## config.mk

```make
export PLATFORM = sky130hd
export DESIGN_NAME = nn_rnn_step_seq_flat
export DESIGN_NICKNAME = d
export VERILOG_FILES = /design/src/rtl/nn_rnn_step_seq_if.sv /design/src/rtl/nn_rnn_step_seq.sv /design/src/flat_wrapper.sv
export SDC_FILE = /design/constraint.sdc
export NUM_CORES = 1
export LEC_CHECK = 0
export CORE_ASPECT_RATIO = 0.75
export CORE_MARGIN = 2
export CORE_UTILIZATION = 59
export DETAILED_ROUTE_END_ITERATION = 8
export GPL_TIMING_DRIVEN = 0
export PLACE_DENSITY_LB_ADDON = 0.15
export SYNTH_ARGS = -nofsm -noshare
export SYNTH_HDL_FRONTEND = slang
export SYNTH_SLANG_ARGS = --single-unit
```

## constraint.sdc

```tcl
create_clock -name CLK -period 5.6 [get_ports CLK]
set_input_delay 1.12 -clock CLK [delete_from_list [all_inputs] [get_ports CLK]]
set_output_delay 1.12 -clock CLK [all_outputs]
set_load 0.005 [all_outputs]
```

## src/rtl/nn_rnn_step_seq_if.sv

```systemverilog
`default_nettype none
// ============================================================================
// Module   : nn_rnn_step_seq_if
// Brief    : Control/status bundle between the RNN timestep sequencer and its host.
// Revision : 1.0  initial release
// ============================================================================
interface nn_rnn_step_seq_if #(
    parameter int NR = 4,
    parameter int W  = 8,
    parameter int SW = 6
);
    logic              start;
    logic              abort;
    logic [SW-1:0]     n_steps;
    logic [W-1:0]      stream_len;
    logic [NR-1:0]     a_out;
    logic              node_init;
    logic              init_state;
    logic [SW-1:0]     step_idx;
    logic [NR*W-1:0]   a_count;
    logic              count_valid;
    logic              busy;
    logic              done;

    modport master (
        output start, abort, n_steps, stream_len, a_out,
        input  node_init, init_state, step_idx, a_count, count_valid, busy, done
    );

    modport slave (
        input  start, abort, n_steps, stream_len, a_out,
        output node_init, init_state, step_idx, a_count, count_valid, busy, done
    );
endinterface
`default_nettype wire

```

## src/rtl/nn_rnn_step_seq.sv

```systemverilog
`default_nettype none
// ============================================================================
// Module   : nn_rnn_step_seq
// Brief    : Runs a recurrent layer for n_steps timesteps of stream_len cycles,
//            counting ones per node and publishing the counts each timestep.
// Revision : 1.0  initial release
// ============================================================================
module nn_rnn_step_seq #(
    parameter int NR = 4,
    parameter int W  = 8,
    parameter int SW = 6
) (
    input  logic             CLK,
    input  logic             INIT,
    nn_rnn_step_seq_if.slave bus
);

    typedef enum logic [2:0] {
        S_IDLE = 3'd0,
        S_CLR  = 3'd1,
        S_RUN  = 3'd2,
        S_CAPT = 3'd3,
        S_DONE = 3'd4
    } state_t;

    localparam logic [W-1:0]  c_cnt_max = '1;
    localparam logic [W-1:0]  c_w_one   = W'(1);
    localparam logic [SW-1:0] c_sw_one  = SW'(1);

    state_t               r_state;
    state_t               w_state_next;
    logic [SW-1:0]        r_n_steps;
    logic [SW-1:0]        r_step_idx;
    logic [W-1:0]         r_stream_len;
    logic [W-1:0]         r_cyc;
    logic [NR-1:0][W-1:0] r_ones;
    logic [NR*W-1:0]      r_a_count;
    logic [NR*W-1:0]      w_ones_flat;
    logic                 w_accept;
    logic                 w_last_cyc;
    logic                 w_last_step;
    logic                 w_load;
    logic                 w_active;

    assign w_accept    = bus.start && !bus.abort &&
                         (bus.n_steps != '0) && (bus.stream_len != '0);
    assign w_last_cyc  = (r_cyc == (r_stream_len - c_w_one));
    assign w_last_step = (r_step_idx == (r_n_steps - c_sw_one));
    // Abort in CAPT suppresses the publish, so the load is gated here.
    assign w_load      = (r_state == S_CAPT) && !bus.abort;
    assign w_active    = (r_state == S_CLR) || (r_state == S_RUN) || (r_state == S_CAPT);
    assign w_ones_flat = r_ones;

    always_ff @(posedge CLK) begin
        if (INIT) begin
            r_state <= S_IDLE;
        end else begin
            r_state <= w_state_next;
        end
    end

    always_comb begin
        w_state_next = r_state;
        case (r_state)
            S_IDLE: begin
                if (w_accept) begin
                    w_state_next = S_CLR;
                end
            end
            S_CLR: begin
                w_state_next = bus.abort ? S_IDLE : S_RUN;
            end
            S_RUN: begin
                if (bus.abort) begin
                    w_state_next = S_IDLE;
                end else if (w_last_cyc) begin
                    w_state_next = S_CAPT;
                end
            end
            S_CAPT: begin
                if (bus.abort) begin
                    w_state_next = S_IDLE;
                end else begin
                    w_state_next = w_last_step ? S_DONE : S_CLR;
                end
            end
            S_DONE: begin
                w_state_next = S_IDLE;
            end
            default: begin
                w_state_next = S_IDLE;
            end
        endcase
    end

    always_ff @(posedge CLK) begin
        if (INIT) begin
            r_n_steps    <= '0;
            r_stream_len <= '0;
            r_step_idx   <= '0;
            r_cyc        <= '0;
            r_ones       <= '0;
            r_a_count    <= '0;
        end else begin
            case (r_state)
                S_IDLE: begin
                    if (w_accept) begin
                        r_n_steps    <= bus.n_steps;
                        r_stream_len <= bus.stream_len;
                        r_step_idx   <= '0;
                    end
                end
                S_CLR: begin
                    r_cyc  <= '0;
                    r_ones <= '0;
                end
                S_RUN: begin
                    r_cyc <= r_cyc + c_w_one;
                    for (int i = 0; i < NR; i++) begin
                        if (bus.a_out[i] && (r_ones[i] != c_cnt_max)) begin
                            r_ones[i] <= r_ones[i] + c_w_one;
                        end
                    end
                end
                S_CAPT: begin
                    if (w_load) begin
                        r_a_count <= w_ones_flat;
                        if (!w_last_step) begin
                            r_step_idx <= r_step_idx + c_sw_one;
                        end
                    end
                end
                default: begin
                end
            endcase
        end
    end

    // The new counts are forwarded during CAPT so a_count changes with count_valid.
    assign bus.a_count     = w_load ? w_ones_flat : r_a_count;
    assign bus.count_valid = w_load;
    assign bus.node_init   = (r_state == S_CLR);
    assign bus.init_state  = w_active && (r_step_idx == '0);
    assign bus.step_idx    = r_step_idx;
    assign bus.busy        = w_active;
    assign bus.done        = (r_state == S_DONE);

endmodule
`default_nettype wire

```

## src/flat_wrapper.sv

```systemverilog
// flat-port wrapper written by rule: the top's interface ports become plain ports
module nn_rnn_step_seq_flat 
#(
    parameter int NR = 4,
    parameter int W  = 8,
    parameter int SW = 6
)
  (CLK, INIT, bus_start, bus_abort, bus_n_steps, bus_stream_len, bus_a_out, bus_node_init, bus_init_state, bus_step_idx, bus_a_count, bus_count_valid, bus_busy, bus_done);
  nn_rnn_step_seq_if #(.NR(NR), .W(W), .SW(SW)) bus_i ();
  input  logic CLK;
  input  logic INIT;
  input wire logic [$bits(bus_i.start)-1:0] bus_start;
  input wire logic [$bits(bus_i.abort)-1:0] bus_abort;
  input wire logic [$bits(bus_i.n_steps)-1:0] bus_n_steps;
  input wire logic [$bits(bus_i.stream_len)-1:0] bus_stream_len;
  input wire logic [$bits(bus_i.a_out)-1:0] bus_a_out;
  output wire logic [$bits(bus_i.node_init)-1:0] bus_node_init;
  output wire logic [$bits(bus_i.init_state)-1:0] bus_init_state;
  output wire logic [$bits(bus_i.step_idx)-1:0] bus_step_idx;
  output wire logic [$bits(bus_i.a_count)-1:0] bus_a_count;
  output wire logic [$bits(bus_i.count_valid)-1:0] bus_count_valid;
  output wire logic [$bits(bus_i.busy)-1:0] bus_busy;
  output wire logic [$bits(bus_i.done)-1:0] bus_done;
  assign bus_i.start = bus_start;
  assign bus_i.abort = bus_abort;
  assign bus_i.n_steps = bus_n_steps;
  assign bus_i.stream_len = bus_stream_len;
  assign bus_i.a_out = bus_a_out;
  assign bus_node_init = bus_i.node_init;
  assign bus_init_state = bus_i.init_state;
  assign bus_step_idx = bus_i.step_idx;
  assign bus_a_count = bus_i.a_count;
  assign bus_count_valid = bus_i.count_valid;
  assign bus_busy = bus_i.busy;
  assign bus_done = bus_i.done;
  nn_rnn_step_seq #(.NR(NR), .W(W), .SW(SW)) u_core (.CLK(CLK), .INIT(INIT), .bus(bus_i));
endmodule
```

==> results of run 1 <==
[layout by cell type, fill, tap and decap left out, types with 14 or more instances in the layout]
cell type | synthesis | final
nor2_1 | 66 | 66
clkdlybuf4s50_1 | 0 | 63
clkbuf_1 | 18 | 19
xor2_1 | 27 | 27
nand3_1 | 26 | 26
nand4_1 | 14 | 14
xnor2_1 | 14 | 14
nand2_1 | 121 | 121
and2_1 | 34 | 34
dfxtp_1 | 95 | 95
mux2i_1 | 19 | 19
a21oi_1 | 14 | 14
[sequential cells by signal, indices dropped and copies added, names as in the netlist]
signal,flops
u_core.r_n_steps,6
u_core.bus.step_idx,6
u_core.r_state,3
u_core.r_cyc,8
u_core.r_a_count,32
u_core.r_stream_len,8
u_core.r_ones,32
[logic make-up after synthesis]
group / count (synthesis)
adder cells (fa/ha/maj): 9
AO/OA/AOI/OAI: 37
multiplexers: 25
XOR/XNOR: 42
AND/OR/NAND/NOR: 304
buffers and inverters: 34
flip-flops: 95
[worst min-delay path by stage]
| stage | to | slack, ps | cells past startpoint |
|---|---|---|---|
| floorplan | u_core.r_cyc[4] | 460 | 1 |
| global placement | u_core.r_ones[1] | 490 | 2 |
| detailed placement | u_core.r_cyc[4] | 500 | 1 |
| CTS | u_core.r_ones[17] | 520 | 2 |
| global route | u_core.r_ones[1] | 570 | 2 |
| finish | u_core.r_ones[9] | 530 | 2 |
[power by group through the flow]
stage / Combinational (µW) / Clock (µW) / Sequential, µW
floorplan: 67.2 / 0 / 702
global placement: 98.5 / 0 / 704
detailed placement: 102 / 0 / 705
CTS: 103 / 451 / 689
global route: 114 / 480 / 690
finish: 104 / 447 / 689
[worst min-delay path, cell delays in order, from the launching register on]
cell,delay (ps)
dfxtp_1,350
nand3_1,80
a21oi_1,50
[stage by stage]
stage	util (%)	hold WS, ps
after global routing	73.75	567.7
final	73.75	525.5
after CTS	73.75	523.0
after floorplan	-	463.2
after detailed placement	71.22	498.2
after global placement	71.22	488.1
[area by class of cell]
cell class                      instances  area [µm²]  share of cell area [%]
Multi-Input combinational cell        417        2451                   45.13
Inverter                               10       37.54                  0.6911
Tap cell                              101       126.4                   2.327
Buffer                                 24       97.59                   1.797
Clock buffer                           10       127.6                   2.350
Sequential cell                        95        1902                   35.01
Clock inverter                          5       58.81                   1.083
Timing Repair Buffer                   63       630.6                   11.61
[per-layer routing]
metal	wire length (µm)	GRT usage [%]	part of all wire [%]
met1	4946	33.79	49
met2	4716	41.96	46
met3	440	6.204	4.3
met4	74	6.000	0.73
met5	0	0	0
==> impl_metrics.env, run 1 <==
export IMPL_min_delay_start="u_core.r_ones[9]"
export IMPL_synthArstFlopShare_pct=0
export IMPL_p_per_area_nw_per_um2=228.4
export IMPL_setup_worst_path_end_class="output port"
export IMPL_power_uw=1240
export IMPL_pwr_share_clk_pct=36.1
export IMPL_post_cts_resized=0
export IMPL_path_cells="clkdlybuf4s50_1 -> nor2_1 -> nand3_1 -> inv_1 -> clkbuf_1 -> nand2_1 -> nand2_1 -> clkdlybuf4s50_1"
export IMPL_yosys_area_share_simple_pct=32.26
export IMPL_synth_fa_ha_area_share_pct=2.509
export IMPL_grt_pass1_wl_um=16970
export IMPL_firstDrtPassIters=4
export IMPL_setup_slack_ps=1073
export IMPL_drv_slew=0
export IMPL_grt_max_degree=16
export IMPL_synthCells=546
export IMPL_core_area_um2=7365
export IMPL_reg2reg_from="u_core.r_state[1]"
export IMPL_synth_top_family_by_area="simple AND/OR/NAND/NOR gates"
export IMPL_netlist_area_um2=4488
export IMPL_setup_tns_ps=0
export IMPL_critical_path_class="in2out"
export IMPL_rsz0062_at_grt="no"
export IMPL_std_cell_rows=27
export IMPL_boundaryPins=65
export IMPL_status="complete, no violations"
export IMPL_finalWeightedCongestion=0.8464
export IMPL_critPathMaxStageDelay_ps=510
export IMPL_synth_compound_area_share_pct=5.659
export IMPL_track_usage_pct=25.37
export IMPL_yosysWarnings=0
export IMPL_critPathLaunch="bus_abort"
export IMPL_cts_buffer_depth=2
export IMPL_fillCellCount=590
export IMPL_ff2ff_setup_slack_ps=3370
export IMPL_fmax_mhz=220.9
export IMPL_worst_pin_slew_ps=637.3
export IMPL_worst_r2r_path_depth=8
export IMPL_vdd_drop_max_v=0.0001771
export IMPL_reg2reg_to="u_core.r_ones[23]"
export IMPL_drc_errors=0
export IMPL_area_growth_pct=21.02
export IMPL_yosysSeqAreaShare_pct=42.38
export IMPL_nNetsFinal=651
export IMPL_period_share_pct=80.85
export IMPL_vias=3872
export IMPL_final_min_clock_period_ps=4527
export IMPL_place_area_um2=5245
export IMPL_die_w_um=104.7
export IMPL_dpl_hpwl_um=7462
export IMPL_port_buffers=63
export IMPL_syn_avg_cell_area_um2=8.220
export IMPL_syn_nets=577
export IMPL_cp_slowest_cell="clkdlybuf4s50_1"
export IMPL_start_util_pct=60.94
export IMPL_ctsHoldBuffers=0
export IMPL_drt_first_iter_violations=155
export IMPL_cts_root_buf="clkbuf_8"
export IMPL_die_area_um2=8328
export IMPL_internal_power_uw=932.9
export IMPL_cts_tree="built"
export IMPL_leakagePower_uw=0.002271
export IMPL_yosys_area_top_type="dfxtp_1"
export IMPL_ys_types=54
export IMPL_overflow=0
export IMPL_cp_arrival_ps=3410
export IMPL_finClkSkew_ps=8.711
export IMPL_hold_path_class="reg2reg"
export IMPL_finalHoldViolCount=0
export IMPL_synth_ff_type="dfxtp_1"
export IMPL_synth_edf_count=0
export IMPL_layoutNonFillerInstCount=725
export IMPL_cts_sinks=95
export IMPL_grt_pass1_vias=3629
export IMPL_synth_area_mux_share_pct=5.827
export IMPL_antenna_cells=0
export IMPL_ys_ff_latch=95
export IMPL_ctsHtreeMaxLevel=3
export IMPL_required_ps=4480
export IMPL_fin_area_um2=5431
export IMPL_worstSkewPairLatency_ps=370
export IMPL_seqPwrFrac_pct=55.6
export IMPL_ant_nets=0
export IMPL_slew_headroom_pct=57.51
export IMPL_die_h_um=79.53
export IMPL_setup_viol=0
export IMPL_drive_gt1_share_pct=5.449
export IMPL_pre_cts_ws_ps=1080
export IMPL_path_depth=8
export IMPL_wirelength_um=10180
export IMPL_post_cts_buffers=0
export IMPL_cts_buffers_inserted=9
export IMPL_cts_clk_slew_worst_paths_ps=90
export IMPL_yosys_top_cells_area="dfxtp_1, nand2_1, nor2_1"
export IMPL_synth_common_cells="nand2_1, dfxtp_1, nor2_1"
export IMPL_dp_cells=710
export IMPL_antenna_found_initial=0
export IMPL_yosysTopAreaCellShare_pct=42.38
export IMPL_critPathTopFamily="buffers and inverters"
export IMPL_netSwitchingFraction_pct=24.79
export IMPL_avgViaCountPerCell=5.341
export IMPL_path_buf_inv=4
export IMPL_cap_violations=0
export IMPL_cp_max_fo=10
export IMPL_synth_xor_area_share_pct=8.364
export IMPL_power_switching_uw=307.5
export IMPL_post_drt_wl_per_cell_um=14.04
export IMPL_pwr_share_comb_pct=8.4
export IMPL_synth_most_common_cell="nand2_1"
export IMPL_endpoint="bus_a_count[2]"
export IMPL_startpoint_type="primary input"
(Power assumes the default switching activity.)
==> run 2, diff against run 1 <==
--- a/config.mk
+++ b/config.mk
@@ -7,7 +7,7 @@
 export LEC_CHECK = 0
 export CORE_ASPECT_RATIO = 0.75
 export CORE_MARGIN = 2
-export CORE_UTILIZATION = 59
+export CORE_UTILIZATION = 54
 export DETAILED_ROUTE_END_ITERATION = 8
 export GPL_TIMING_DRIVEN = 0
 export PLACE_DENSITY_LB_ADDON = 0.15
==> constraint.sdc (replaced) <==
create_clock -name CLK -period 4.6 [get_ports CLK]
set_input_delay 0.92 -clock CLK [delete_from_list [all_inputs] [get_ports CLK]]
set_output_delay 0.92 -clock CLK [all_outputs]
set_load 0.005 [all_outputs]
==> run 2 against run 1 <==
Net effect: sequential share of layout area up 0.15 points; final cell count up 0.55%; clock skew down 1.0 ps; via count up 0.36%; core utilization down 6.1 points.
==> impl_metrics.env, run 2 (same netlist as run 1, synthesis figures left out) <==
export IMPL_std_cell_rows=28
export IMPL_cp_arrival_ps=3220
export IMPL_overflow=0
export IMPL_worst_pin_slew_ps=594.3
export IMPL_layout_common_cells="nand2_1, dfxtp_1, nor2_1"
export IMPL_grt_max_degree=14
export IMPL_leakagePower_uw=0.002262
export IMPL_cts_buffer_depth=2
export IMPL_power_switching_uw=347.5
export IMPL_setup_slack_ps=459.3
export IMPL_dp_cells=714
export IMPL_cap_violations=0
export IMPL_required_ps=3680
export IMPL_finClkSkew_ps=7.671
export IMPL_grt_pass1_vias=3664
export IMPL_ctsHtreeMaxLevel=3
export IMPL_setup_worst_path_end_class="output port"
export IMPL_dpl_hpwl_um=7299
export IMPL_cts_tree="built"
export IMPL_area_growth_pct=20.49
export IMPL_finalWeightedCongestion=0.8209
export IMPL_slew_headroom_pct=60.38
export IMPL_reg2reg_to="u_core.r_ones[23]"
export IMPL_critPathTopFamily="buffers and inverters"
export IMPL_avgViaCountPerCell=5.331
export IMPL_path_buf_inv=4
export IMPL_post_cts_resized=0
export IMPL_drc_errors=0
export IMPL_worstSkewPairLatency_ps=360
export IMPL_critical_path_class="in2out"
export IMPL_netSwitchingFraction_pct=24.09
export IMPL_whs_path_depth=2
export IMPL_cts_clk_slew_worst_paths_ps=80
export IMPL_die_h_um=82.95
export IMPL_cts_sinks=95
export IMPL_drive_gt1_share_pct=4.968
export IMPL_path_cells="clkdlybuf4s50_1 -> nor2_1 -> nand3_1 -> inv_1 -> clkbuf_1 -> nand2_1 -> nand2_1 -> clkdlybuf4s50_1"
export IMPL_critPathMaxStageDelay_ps=490
export IMPL_timing_hold_ws_ps=514.4
export IMPL_nNetsFinal=651
export IMPL_critPathLaunch="bus_abort"
export IMPL_cts_buffers_inserted=9
export IMPL_pwr_share_comb_pct=8.7
export IMPL_drv_slew=0
export IMPL_period_share_pct=90.01
export IMPL_min_to="u_core.r_ones[9]"
export IMPL_seqPwrFrac_pct=58.1
export IMPL_ff2ff_setup_slack_ps=2320
export IMPL_cts_root_buf="clkbuf_8"
export IMPL_track_usage_pct=23.57
export IMPL_reg2reg_from="u_core.r_state[1]"
export IMPL_pre_cts_ws_ps=457.7
export IMPL_post_drt_wl_per_cell_um=13.69
export IMPL_firstDrtPassIters=5
export IMPL_worst_r2r_path_depth=8
export IMPL_die_w_um=109.3
export IMPL_setup_tns_ps=0
export IMPL_final_common_cell="nand2_1"
export IMPL_pwr_share_clk_pct=33.2
export IMPL_vdd_drop_max_v=0.0002265
export IMPL_wirelength_um=9980
export IMPL_min_delay_start="u_core.r_ones[9]"
export IMPL_cp_slowest_cell="clkdlybuf4s50_1"
export IMPL_antenna_found_initial=0
export IMPL_rsz0062_at_grt="no"
export IMPL_drt_first_iter_violations=152
export IMPL_hold_path_class="reg2reg"
export IMPL_vias=3886
export IMPL_port_buffers=63
export IMPL_ant_nets=0
export IMPL_startpoint_type="primary input"
export IMPL_fmax_mhz=241.5
export IMPL_start_util_pct=56.19
export IMPL_boundaryPins=65
export IMPL_core_area_um2=7988
export IMPL_reg_top3="u_core.r_a_count x32, u_core.r_ones x32"
export IMPL_die_area_um2=9064
export IMPL_grt_pass1_wl_um=16970
export IMPL_cp_max_fo=10
export IMPL_setup_viol=0
export IMPL_layoutNonFillerInstCount=729
export IMPL_p_per_area_nw_per_um2=266.7
export IMPL_finalHoldViolCount=0
export IMPL_final_min_clock_period_ps=4141
export IMPL_antenna_cells=0
export IMPL_status="complete, no violations"
export IMPL_post_cts_buffers=0
export IMPL_internal_power_uw=1095
export IMPL_ctsHoldBuffers=0
[run 2: cell types whose count changed in the layout (fill, tap and decap cells not counted)]
cell,previous run,this run
clkbuf_1,19,22
inv_6,1,0
clkbuf_8,9,10
clkinvlp_4,2,0
bufinv_16,1,0
[run 2: power by group through the flow]
stage / Combinational (µW) / Clock (µW) / Sequential (µW)
after floorplan: 81.8 / 0 / 855
after global placement: 121 / 0 / 857
after detailed placement: 124 / 0 / 858
after CTS: 125 / 490 / 838
after global routing: 138 / 520 / 840
final: 126 / 478 / 838
[run 2: metal layers]
layer / track usage (%) / wire length [µm]
met4: 8.055 / 131
met1: 32.55 / 4904
met2: 36.25 / 4376
met3: 5.338 / 569
met5: 0 / 0
[run 2: tightest hold or removal path, cell delays in order, from the launching register on]
cell	delay [ps]
dfxtp_1	340
nand3_1	80
a21oi_1	50
[run 2: cell type report]
class	count	area, µm²
sequential	95	1902
tap	105	131.4
buffer	24	97.59
fill	659	2580
multi-input combinational	417	2451
inverter	10	37.54
clock buffer	14	152.6
clock inverter	1	5.005
timing repair buffer	63	630.6
[run 2: worst max-delay path by stage]
stage | cells after the start | slack (ps) | endpoint
after floorplan | 6 | 1790 | bus_a_count[0]
after global placement | 8 | 490 | bus_a_count[8]
after detailed placement | 8 | 460 | bus_a_count[18]
after CTS | 8 | 450 | bus_a_count[18]
after global routing | 8 | 220 | bus_a_count[8]
final | 8 | 460 | bus_a_count[8]
[run 2: stage by stage]
step	instance area [µm²]	util [%]	total power, µW
CTS	5408	67.70	1453
floorplan	4488	-	936.8
global placement	5250	65.73	978.1
detailed placement	5250	65.73	982.1
global route	5408	67.70	1498
finish	5408	67.70	1442
